<file path="config.mk">
export PLATFORM = sky130hd
export DESIGN_NAME = uart_rx_byte
export DESIGN_NICKNAME = d
export VERILOG_FILES = /design/src/rtl/uart_rx_byte.sv
export SDC_FILE = /design/constraint.sdc
export NUM_CORES = 1
export LEC_CHECK = 0
export ABC_AREA = 1
export CAP_MARGIN = 20
export CORE_MARGIN = 2
export CORE_UTILIZATION = 55
export CTS_CLUSTER_DIAMETER = 50
export DETAILED_ROUTE_END_ITERATION = 6
export GPL_TIMING_DRIVEN = 0
export HOLD_SLACK_MARGIN = 0.1
export PLACE_DENSITY_LB_ADDON = 0.2
export SYNTH_ARGS = -nofsm -noshare
export SYNTH_HDL_FRONTEND = slang
export SYNTH_SLANG_ARGS = --single-unit
</file>
<file path="constraint.sdc">
create_clock -name sys_clk -period 3.25 [get_ports sys_clk]
set_input_delay 0.325 -clock sys_clk [delete_from_list [all_inputs] [get_ports sys_clk]]
set_output_delay 0.325 -clock sys_clk [all_outputs]
set_load 0.01 [all_outputs]
</file>
<file path="src/rtl/uart_rx_byte.sv">
// uart_rx_byte: 8N1 UART receiver, LSB first, byte out with valid_flag level.
// Define UART_RX_PARITY_EN to add an even-parity bit between data and stop.
module uart_rx_byte #(
   parameter int CLK_FREQ = 50_000_000,
   parameter int BAUD     = 9600
) (
   input  logic       sys_clk,
   input  logic       rst_n,
   input  logic       rx,
   output logic [7:0] rx_data,
   output logic       valid_flag,
   output logic       frame_err
);

   localparam int BAUD_CNT_MAX = CLK_FREQ / BAUD;
   localparam int CW = $clog2(BAUD_CNT_MAX);
   localparam logic [CW-1:0] SAMPLE_PT = CW'(BAUD_CNT_MAX / 2 - 1);
   localparam logic [CW-1:0] BIT_END   = CW'(BAUD_CNT_MAX - 1);

   typedef enum logic [2:0] {
      S_IDLE,
      S_START,
      S_DATA,
`ifdef UART_RX_PARITY_EN
      S_PAR,
`endif
      S_STOP
   } state_e;

   state_e state_q, state_d;

   logic          rx_s1_q, rx_s2_q, rx_s3_q;
   logic [CW-1:0] baud_cnt_q, baud_cnt_d;
   logic [2:0]    bit_cnt_q, bit_cnt_d;
   logic [7:0]    shift_q, shift_d;
   logic [7:0]    rx_data_q;
   logic          valid_q;
   logic          ferr_q;

   logic start_edge;
   logic sample;
   logic bit_end;
   logic stop_ok;
   logic shift_en;
   logic clr_valid;
   logic accept;
   logic reject;

   assign start_edge = rx_s3_q & ~rx_s2_q;
   assign sample     = (baud_cnt_q == SAMPLE_PT);
   assign bit_end    = (baud_cnt_q == BIT_END);

`ifdef UART_RX_PARITY_EN
   logic par_ld;
   logic par_err_q, par_err_d;

   assign par_err_d = par_ld ? ^{shift_q, rx_s2_q} : par_err_q;
   assign stop_ok   = rx_s2_q & ~par_err_q;

   always_ff @(posedge sys_clk or negedge rst_n) begin
      if (!rst_n) par_err_q <= 1'b0;
      else        par_err_q <= par_err_d;
   end
`else
   assign stop_ok = rx_s2_q;
`endif

   // two-flop synchroniser plus one stage for falling-edge detect
   always_ff @(posedge sys_clk or negedge rst_n) begin
      if (!rst_n) begin
         rx_s1_q <= 1'b1;
         rx_s2_q <= 1'b1;
         rx_s3_q <= 1'b1;
      end else begin
         rx_s1_q <= rx;
         rx_s2_q <= rx_s1_q;
         rx_s3_q <= rx_s2_q;
      end
   end

   always_ff @(posedge sys_clk or negedge rst_n) begin
      if (!rst_n) state_q <= S_IDLE;
      else        state_q <= state_d;
   end

   always_comb begin
      state_d = state_q;
      unique case (state_q)
         S_IDLE:  if (start_edge) state_d = S_START;
         S_START: begin
            if (sample && rx_s2_q) state_d = S_IDLE;
            else if (bit_end)      state_d = S_DATA;
         end
         S_DATA: begin
            if (bit_end && bit_cnt_q == 3'd7) begin
`ifdef UART_RX_PARITY_EN
               state_d = S_PAR;
`else
               state_d = S_STOP;
`endif
            end
         end
`ifdef UART_RX_PARITY_EN
         S_PAR:   if (bit_end) state_d = S_STOP;
`endif
         S_STOP:  if (sample) state_d = S_IDLE;
         default: state_d = S_IDLE;
      endcase
   end

   always_comb begin
      shift_en  = 1'b0;
      clr_valid = 1'b0;
      accept    = 1'b0;
      reject    = 1'b0;
`ifdef UART_RX_PARITY_EN
      par_ld    = 1'b0;
`endif
      unique case (state_q)
         S_START: clr_valid = sample & ~rx_s2_q;
         S_DATA:  shift_en  = sample;
`ifdef UART_RX_PARITY_EN
         S_PAR:   par_ld    = sample;
`endif
         S_STOP: begin
            accept = sample & stop_ok;
            reject = sample & ~stop_ok;
         end
         default: ;
      endcase
   end

   // bit timing restarts on every state change
   always_comb begin
      if (state_d != state_q || state_q == S_IDLE || bit_end)
         baud_cnt_d = '0;
      else
         baud_cnt_d = baud_cnt_q + CW'(1);
   end

   always_comb begin
      bit_cnt_d = bit_cnt_q;
      if (state_q != S_DATA) bit_cnt_d = 3'd0;
      else if (bit_end)      bit_cnt_d = bit_cnt_q + 3'd1;
   end

   assign shift_d = shift_en ? {rx_s2_q, shift_q[7:1]} : shift_q;

   always_ff @(posedge sys_clk or negedge rst_n) begin
      if (!rst_n) begin
         baud_cnt_q <= '0;
         bit_cnt_q  <= 3'd0;
         shift_q    <= 8'd0;
      end else begin
         baud_cnt_q <= baud_cnt_d;
         bit_cnt_q  <= bit_cnt_d;
         shift_q    <= shift_d;
      end
   end

   always_ff @(posedge sys_clk or negedge rst_n) begin
      if (!rst_n) begin
         rx_data_q <= 8'd0;
         valid_q   <= 1'b1;
         ferr_q    <= 1'b0;
      end else begin
         ferr_q <= reject;
         if (accept) begin
            rx_data_q <= shift_q;
            valid_q   <= 1'b1;
         end else if (clr_valid) begin
            valid_q   <= 1'b0;
         end
      end
   end

   assign rx_data    = rx_data_q;
   assign valid_flag = valid_q;
   assign frame_err  = ferr_q;

endmodule

</file>
==> results of run 1 <==
## routing by layer
metal / up-vias / part of all wire, % / global-route usage, % / routed length, µm
met1: 664 / 46 / 24.8 / 1590
met4: 0 / 1.6 / 6.67 / 57
met2: 19 / 50 / 34.4 / 1720
li1: 694 / - / - / -
met3: 6 / 2.9 / 5.05 / 102
met5: - / 0 / 0 / 0
## worst max path at each step
stage / start / cells after the start / slack, ps / endpoint
2_1_floorplan: baud_cnt_q[0]$_DFF_PN0_ / 9 / 1650 / baud_cnt_q[12]$_DFF_PN0_
3_3_place_gp: rst_n / 1 / 940 / rx_data[6]$_DFFE_PN0P_
3_5_place_dp: baud_cnt_q[0]$_DFF_PN0_ / 11 / 1410 / baud_cnt_q[4]$_DFF_PN0_
4_1_cts: baud_cnt_q[0]$_DFF_PN0_ / 11 / 1380 / baud_cnt_q[4]$_DFF_PN0_
5_1_grt: baud_cnt_q[0]$_DFF_PN0_ / 10 / 1170 / baud_cnt_q[7]$_DFF_PN0_
6_report: baud_cnt_q[0]$_DFF_PN0_ / 10 / 1340 / baud_cnt_q[11]$_DFF_PN0_
## power by group through the flow
stage          combinational (W)  sequential, W  clock [W]
6_report               0.0000354       0.000511   0.000251
3_3_place_gp           0.0000349       0.000520          0
2_1_floorplan          0.0000199       0.000519          0
3_5_place_dp           0.0000354       0.000520          0
4_1_cts                0.0000363       0.000511   0.000258
5_1_grt                0.0000406       0.000512   0.000283
## kinds of logic after synthesis
group / count (synthesis) / synth area share [%]
AND/OR/NAND/NOR: 103 / 28.3
flip-flops: 40 / 52.8
buffers and inverters: 32 / 6.70
multiplexers: 1 / 0.591
XOR/XNOR: 10 / 4.60
adder cells (fa/ha/maj): 3 / 1.97
other: 1 / 0.197
AO/OA/AOI/OAI: 18 / 4.86
## cell usage after synthesis (4+ instances only)
library cell	number
nor3_1	6
inv_2	6
nor2_2	13
dfrtp_1	36
nand2_2	4
o21ai_1	4
nor2_1	9
xor2_1	9
nand3_1	11
inv_1	21
dfstp_2	4
nand2_1	46
o21ai_0	12
## stage by stage
step	area (µm²)	setup WS, ps	instances
floorplan	1900	1650	208
global placement	2080	936	266
detailed placement	2080	1410	266
CTS	2140	1380	275
global route	2140	1170	275
finish	2140	1340	275
## flip-flops by register name (all words and copies together), names as in the netlist
name,flops
valid_flag,1
rx_s1_q,1
shift_q,8
baud_cnt_q,13
bit_cnt_q,3
rx_s3_q,1
state_q,3
frame_err,1
rx_s2_q,1
rx_data,8
## what timing repair did
item,CTS,global route
resized for setup,0,0
endpoints found under the hold margin,11,0
setup endpoints to repair,0,0
hold buffers,1,0
## area by class of cell
type                    count  area, µm²
multi-input cells         136        771
clock buffers               5       37.5
clock inverters             3       18.8
flip-flops and latches     40       1010
well taps                  46       57.6
plain buffers               4       22.5
inverters                  28        105
repair buffers             13        125
fillers                   286       1190
==> results.ini, run 1 <==
[outcome]
outcome = completed

[die]
io_pins = 13
fp-row-count = 21
die_y_um = 62.8
core_area_um2 = 3340
dieArea_um2 = 3950
start_util_pct = 57.1
die_w_um = 62.8

[layout]
final_core_utilization_pct = 64.2
layout_common_cells = nand2_1 (46), dfrtp_1 (36), inv_1 (21), nor2_2 (13), o21ai_0 (12)
antenna_cells = 0
drive_above_1_share_pct = 19.7
final_common_cell = nand2_1
synthToLayoutAreaGrowth_pct = 12.5
finalNetCount = 234

[setup_path]
r2r_slack_ps = 1340
path_cells = ha_1, nand2_1, nor3_1, nand3_1, nor2_1, nor2_2, nand3_1, nand3_2, buf_6, nor2_2
cp-start-kind = flip-flop
r2r-start = baud_cnt_q[0]$_DFF_PN0_
cp_slowest_stage_delay_ps = 390
reg2reg_to = baud_cnt_q[11]$_DFF_PN0_
rr_worst_depth = 10
cp.required_ps = 3540
crit_buf_inv = 1
critPathTopFamily = simple AND/OR/NAND/NOR gates
crit_path_max_fanout = 10
crit_type = reg -> reg
worstSetupEndpointType = flip-flop
crit_arrival_ps = 2200
cp_slowest_cell = dfrtp_1

[global_route]
antenna_found_initial = 0
grt_pass1_wl_mm = 6.23
grt.overflow.total = 0
grt_max_degree = 41
grt_usage_pct = 20.1
first_global_vias = 1407

[clocking]
clock-sinks = 40
cts_max_level = 2
cts_root_buf = clkbuf_4
cts_setup_buffers = 0
cts_tree = done
clockBufferDepth = 2
tritoncts.num_buffers = 5
clk_pin_slew_ps = 120
clk_latency_ps = 350

[sta]
clock_skew_ps = 10.2
layout_min_cycle_time_ps = 1910
slew_violations = 0
max_slew_margin_pct = 41.6
finalSetupViolations = 0
rsz0062_at_grt = no
setup_tns_ps = 0
worstMarginPinSlew_ps = 877
achievable-frequency_ghz = 0.523
fin_crit_sh_pct = 58.9
final-hold-violation-count = 0
hold_ws_ps = 366

[synth]
synth-edff-count = 0
ys_seq_elements = 40
synthTopCellsByArea = dfrtp_1 (47%), nand2_1 (9.1%), dfstp_2 (5.5%), nor2_2 (4.3%), inv_1 (4.1%)
yosys_warnings = 0
syn-num-nets = 214
synth_top_area_share_pct = 47.3
synth_area_leader_cell = dfrtp_1
netlist-cell-type-count = 32
synthFlopType = dfrtp_1
syn_inst = 208
syn-cell-area_um2 = 1900
async_flop_share_pct = 100
avgSynthCellArea_um2 = 9.16
yosysSeqAreaShare_pct = 52.8

[routing]
vias = 1383
routedWlPerCell_um = 12.6
ant_nets = 0
drt_iter0_markers = 104
routed_wl_mm = 3.47
viasPerCell = 5.03
drc = 0
first_pass_iters = 4

[placement]
port_buffers = 12
dp_hpwl_mm = 2.49
place_congestion = 0.845

[pwr]
p_int_w = 0.000598
seqPwrFrac_pct = 64.1
p_per_area_nw_per_um2 = 372
switchingPower_w = 0.000199
clkPwrFrac_pct = 31.5
p_sw_share_pct = 25.0
combinationalPowerShare_pct = 4.4
ir_drop_mv = 0.240
power_w = 0.000797
power_leakage_nw = 0.938

[flow_run]
maxCapViolCount = 0

[min_path]
holdPathEnd = rx_s1_q$_DFF_PN1_
hold_class = in -> reg
hold_depth = 1
hp-start = rx

Note: power is estimated with default switching activity, not from simulation.
==> inputs of run 2 (changes only) <==
clock period = 2 ns   (was 3.25 ns; I/O delays follow)
==> results.ini, run 2 (synthesized netlist as in run 1, its figures left out) <==
[global_route]
grt_usage_pct = 20.1  ; unchanged
antenna_found_initial = 0  ; unchanged
first_global_vias = 1407  ; unchanged
grt_pass1_wl_mm = 6.23  ; unchanged
grt.overflow.total = 0  ; unchanged
grt_max_degree = 41  ; unchanged

[layout]
final_core_utilization_pct = 64.6  ; +0.37 points
synthToLayoutAreaGrowth_pct = 13.2
regMostFlops = baud_cnt_q
finalNetCount = 234  ; unchanged
final_common_cell = nand2_1
antenna_cells = 0  ; unchanged
layout_common_cells = nand2_1 (46), dfrtp_1 (36), inv_1 (21), nor2_2 (15), o21ai_0 (12)
drive_above_1_share_pct = 21.4  ; +1.7 points
largest_reg_flops = 13  ; unchanged

[sta]
slew_violations = 0  ; unchanged
hold_ws_ps = 241  ; -125 ps
fin_ws_ps = 167  ; -1170 ps
achievable-frequency_ghz = 0.546  ; +4.4%
layout_min_cycle_time_ps = 1830  ; -80.6 ps
rsz0062_at_grt = no
finalSetupViolations = 0  ; unchanged
max_slew_margin_pct = 42.2  ; +0.70 points
setup_tns_ps = 0  ; unchanged
final-hold-violation-count = 0  ; unchanged
fin_crit_sh_pct = 91.6  ; +33 points
clock_skew_ps = 7.71  ; -2.48 ps
worstMarginPinSlew_ps = 866  ; -10.4 ps

[flow_run]
maxCapViolCount = 0  ; unchanged

[placement]
dp_hpwl_mm = 2.49  ; unchanged
port_buffers = 12  ; unchanged
place_ws_ps = 164  ; -1250 ps
place_congestion = 0.845  ; unchanged

[setup_path]
crit_path_max_fanout = 10  ; unchanged
crit_type = reg -> reg
path_cells = ha_2, nand2_1, nor2_2, nand3_4, inv_1, nand3_2, clkbuf_1, nand2_1, o21ai_1
crit_start = baud_cnt_q[0]$_DFF_PN0_
cp-start-kind = flip-flop
r2r-start = baud_cnt_q[0]$_DFF_PN0_
cp.required_ps = 2240  ; -1300 ps
worstSetupEndpointType = flip-flop
crit_arrival_ps = 2070  ; -130 ps
cp_slowest_cell = dfrtp_1
cp_slowest_stage_delay_ps = 390  ; about the same
crit_top_cell = nand2_1

[clocking]
clk_pin_slew_ps = 120  ; about the same
clockBufferDepth = 2  ; unchanged
clock-sinks = 40  ; unchanged
cts_max_level = 2  ; unchanged
tritoncts.num_buffers = 5  ; unchanged
clk_latency_ps = 350  ; about the same
cts_tree = done
cts_setup_buffers = 0  ; unchanged
cts_root_buf = clkbuf_4

[pwr]
power_leakage_nw = 0.935  ; -0.29%
p_per_area_nw_per_um2 = 600  ; +61%
ir_drop_mv = 0.390  ; +62%
power_w = 0.00129  ; +62%

[routing]
ant_nets = 0  ; unchanged
first_pass_iters = 4  ; unchanged
drc = 0  ; unchanged
drt_iter0_markers = 103  ; -0.96%
routed_wl_mm = 3.45  ; -0.52%
routedWlPerCell_um = 12.6  ; -0.52%
vias = 1386  ; +0.22%
viasPerCell = 5.04  ; +0.22%

[min_path]
hold_class = in -> reg
hp-start = rx

[die]
dieArea_um2 = 3950  ; unchanged
die_y_um = 62.8  ; unchanged
fp-row-count = 21  ; unchanged
core_area_um2 = 3340  ; unchanged
io_pins = 13  ; unchanged
die_w_um = 62.8  ; unchanged
start_util_pct = 57.1  ; unchanged

[outcome]
outcome = completed

## run 2: cell counts in the layout (fill, tap and decap cells not counted)
No cell type changed its count.
## run 2: critical path: cells and delay by family (launching register included)
kind,cells,cell delay (ps)
and+or+nand+nor,5,650
DFF,1,390
buffers and inverters,2,390
adders and majority gates,1,220
AOI/OAI and AO/OA,1,70
## run 2: final timing paths
kind / end / slack [ps] / depth (start not counted)
setup reg to reg: rx_data[6]$_DFFE_PN0P_ / 170 / 9
min in group asynchronous: baud_cnt_q[9]$_DFF_PN0_ / 490 / 2
setup / recovery: rx_data[6]$_DFFE_PN0P_ / 170 / 9
max in group asynchronous: state_q[2]$_DFF_PN0_ / 960 / 2
hold / removal: rx_s1_q$_DFF_PN1_ / 240 / 1
hold reg to reg: rx_s2_q$_DFF_PN1_ / 370 / 0
## run 2: metal layers
metal	global-route usage (%)	up-vias	share of wire [%]
met2	34.4	19	50
met3	5.05	7	3.0
met5	0	-	0
li1	-	695	-
met1	24.8	665	46
met4	6.67	0	1.7
## run 2: area by class of cell
type	instances	area, µm²
inverters	28	105
well taps	46	57.6
plain buffers	4	22.5
clock buffers	5	37.5
multi-input cells	136	783
flip-flops and latches	40	1010
clock inverters	3	18.8
fillers	281	1180
repair buffers	13	125
## run 2: timing repair
action | in CTS | in global routing
hold buffers | 1 | 0
gates resized for setup | 0 | 4
endpoints found under the setup margin | 0 | 11
endpoints found under the hold margin | 36 | 0
## run 2: stage by stage
| step | cells | cell area [µm²] |
|---|---|---|
| 2_1_floorplan | 208 | 1900 |
| 3_3_place_gp | 266 | 2080 |
| 3_5_place_dp | 266 | 2080 |
| 4_1_cts | 275 | 2140 |
| 5_1_grt | 275 | 2160 |
| 6_report | 275 | 2160 |
## run 2: power by group
group / switching [W] / leakage (nW) / internal [W]
combinational: 0.0000411 / 0.359 / 0.0000164
clock: 0.000270 / 0.0349 / 0.000135
sequential: 0.0000102 / 0.541 / 0.000820
total: 0.000321 / 0.935 / 0.000971
==> inputs of run 3 (changes only) <==
REMOVE_ABC_BUFFERS = 1   (was default)
==> results.ini, run 3 (synthesized netlist as in run 1, its figures left out) <==
[sta]
clock_skew_ps = 6.21  ; -1.50 ps
layout_min_cycle_time_ps = 1870  ; +40.6 ps
fin_ws_ps = 127  ; -40.6 ps
final-hold-violation-count = 0  ; unchanged
worstMarginPinSlew_ps = 844  ; -22.2 ps
achievable-frequency_ghz = 0.534  ; -2.2%
fin_crit_sh_pct = 93.7  ; +2.0 points
rsz0062_at_grt = no
slew_violations = 0  ; unchanged
finalSetupViolations = 0  ; unchanged
hold_ws_ps = 232  ; -8.84 ps
max_slew_margin_pct = 43.7  ; +1.5 points

[clocking]
cts_root_buf = clkbuf_4
clk_latency_ps = 350  ; about the same
clockBufferDepth = 2  ; unchanged
cts_max_level = 2  ; unchanged
cts_setup_buffers = 0  ; unchanged
clk_pin_slew_ps = 130  ; about the same
tritoncts.num_buffers = 5  ; unchanged
cts_tree = done
clock-sinks = 40  ; unchanged

[outcome]
outcome = completed

[layout]
final_common_cell = nand2_1
synthToLayoutAreaGrowth_pct = 15.2
layout_common_cells = nand2_1 (46), dfrtp_1 (36), inv_1 (21), nor2_2 (14), o21ai_0 (12)
stdcell_count = 272  ; -1.1%
finalNetCount = 231  ; -1.3%
regMostFlops = baud_cnt_q
drive_above_1_share_pct = 22.1  ; +0.73 points
multi_input_area_um2 = 816  ; +4.2%
regArea_um2 = 1010  ; unchanged
design_area_um2 = 2190  ; +1.7%
largest_reg_flops = 13  ; unchanged
antenna_cells = 0  ; unchanged
fillCellCount = 283  ; +0.71%

[setup_path]
path_cells = ha_2, nand2_1, nor3_1, nand3_1, nor2_1, nor2_2, nand2_2, nand2_2, nand3_4, nor2_1
crit_path_max_fanout = 7  ; -3
worstSetupEndpointType = flip-flop
r2r_slack_ps = 130  ; -40 ps
reg2reg_to = baud_cnt_q[12]$_DFF_PN0_
critPathTopFamily = simple AND/OR/NAND/NOR gates
cp.required_ps = 2250  ; about the same
crit_buf_inv = 0  ; -2
cp_slowest_stage_delay_ps = 400  ; about the same
cp_slowest_cell = dfrtp_1
rr_worst_depth = 10  ; +1
cp-start-kind = flip-flop
crit_arrival_ps = 2120  ; +50 ps
cp.depth = 10  ; +1
r2r-start = baud_cnt_q[0]$_DFF_PN0_
crit_type = reg -> reg

[routing]
ant_nets = 0  ; unchanged
vias = 1435  ; +3.5%
drc = 0  ; unchanged
routed_wl_mm = 3.45  ; about the same
routedWlPerCell_um = 12.7  ; +1.0%
viasPerCell = 5.28  ; +4.7%
first_pass_iters = 4  ; unchanged
drt_iter0_markers = 92  ; -11%

[die]
start_util_pct = 57.1  ; unchanged
dieArea_um2 = 3950  ; unchanged
io_pins = 13  ; unchanged
die_y_um = 62.8  ; unchanged
fp-row-count = 21  ; unchanged
die_w_um = 62.8  ; unchanged
core_area_um2 = 3340  ; unchanged

[placement]
place_congestion = 0.854  ; +1.0%
dp_hpwl_mm = 2.29  ; -8.0%
dp_cells = 262  ; -1.5%
place_ws_ps = 9.86  ; -154 ps
dpl_cell_area_um2 = 2050  ; -1.1%
port_buffers = 12  ; unchanged

[pwr]
ir_drop_mv = 0.525  ; +35%
power_leakage_nw = 0.939  ; +0.48%
power_w = 0.00145  ; +12%
p_per_area_nw_per_um2 = 661  ; +10%

[min_path]
hp-start = rx
holdPathEnd = rx_s1_q$_DFF_PN1_
hold_depth = 1  ; unchanged
hold_class = in -> reg

[global_route]
grt.overflow.total = 0  ; unchanged
grt_pass1_wl_mm = 5.98  ; -4.1%
first_global_vias = 1391  ; -1.1%
grt_usage_pct = 19.1  ; -1.0 points
grt_max_degree = 41  ; unchanged
antenna_found_initial = 0  ; unchanged

[flow_run]
maxCapViolCount = 0  ; unchanged

==> run 3: worst max-delay path by stage <==
stage / start / end
floorplan: baud_cnt_q[0]$_DFF_PN0_ / baud_cnt_q[0]$_DFF_PN0_
global placement: rst_n / shift_q[3]$_DFFE_PN0P_
detailed placement: baud_cnt_q[0]$_DFF_PN0_ / baud_cnt_q[12]$_DFF_PN0_
CTS: baud_cnt_q[0]$_DFF_PN0_ / baud_cnt_q[12]$_DFF_PN0_
global route: baud_cnt_q[0]$_DFF_PN0_ / baud_cnt_q[12]$_DFF_PN0_
finish: baud_cnt_q[0]$_DFF_PN0_ / baud_cnt_q[12]$_DFF_PN0_
==> run 3: timing repair <==
| action | 4_1_cts | 5_1_grt |
|---|---|---|
| gates resized for setup | 1 | 6 |
| setup endpoints to repair | 12 | 13 |
| hold endpoints to repair | 36 | 0 |
| hold buffers | 1 | 0 |
| pin swaps | 0 | 3 |
| gates cloned | 0 | 1 |
==> run 3: power breakdown <==
group          internal [W]  switching (W)  total (W)  leakage (nW)
sequential         0.000820      0.0000112   0.000831         0.541
combinational     0.0000167      0.0000480  0.0000647         0.357
clock              0.000267       0.000287   0.000554        0.0418
total               0.00110       0.000346    0.00145         0.939
==> run 3: final cells by class <==
cell class                      instances  share of cell area [%]
Sequential cell                        40                    45.9
Multi-Input combinational cell        137                    37.2
Timing Repair Buffer                   13                    5.70
Inverter                               28                    4.79
Tap cell                               46                    2.62
Clock inverter                          3                    2.11
Clock buffer                            5                    1.71
==> run 3: worst register-to-register path: stages (launching register included) <==
cell and delay [ps]:
dfrtp_1 400, ha_2 220, nand2_1 110, nor3_1 180, nand3_1 200, nor2_1 190, nor2_2 70, nand2_2 70
nand2_2 100, nand3_4 170, nor2_1 60
==> run 3: stage by stage <==
step	utilization (%)	setup TNS (ps)
3_3_place_gp	61.7	-5990
4_1_cts	64.6	0
5_1_grt	65.7	0
3_5_place_dp	61.6	0
6_report	65.7	0
2_1_floorplan	-	0
==> run 3: per-layer routing <==
layer  GRT usage (%)  share of wire [%]  vias to the layer above
met2            30.6                 48                       31
met5               0                  0                        -
met1            25.9                 47                      708
li1                -                  -                      690
met4            5.56                1.2                        0
met3            4.50                3.8                        6
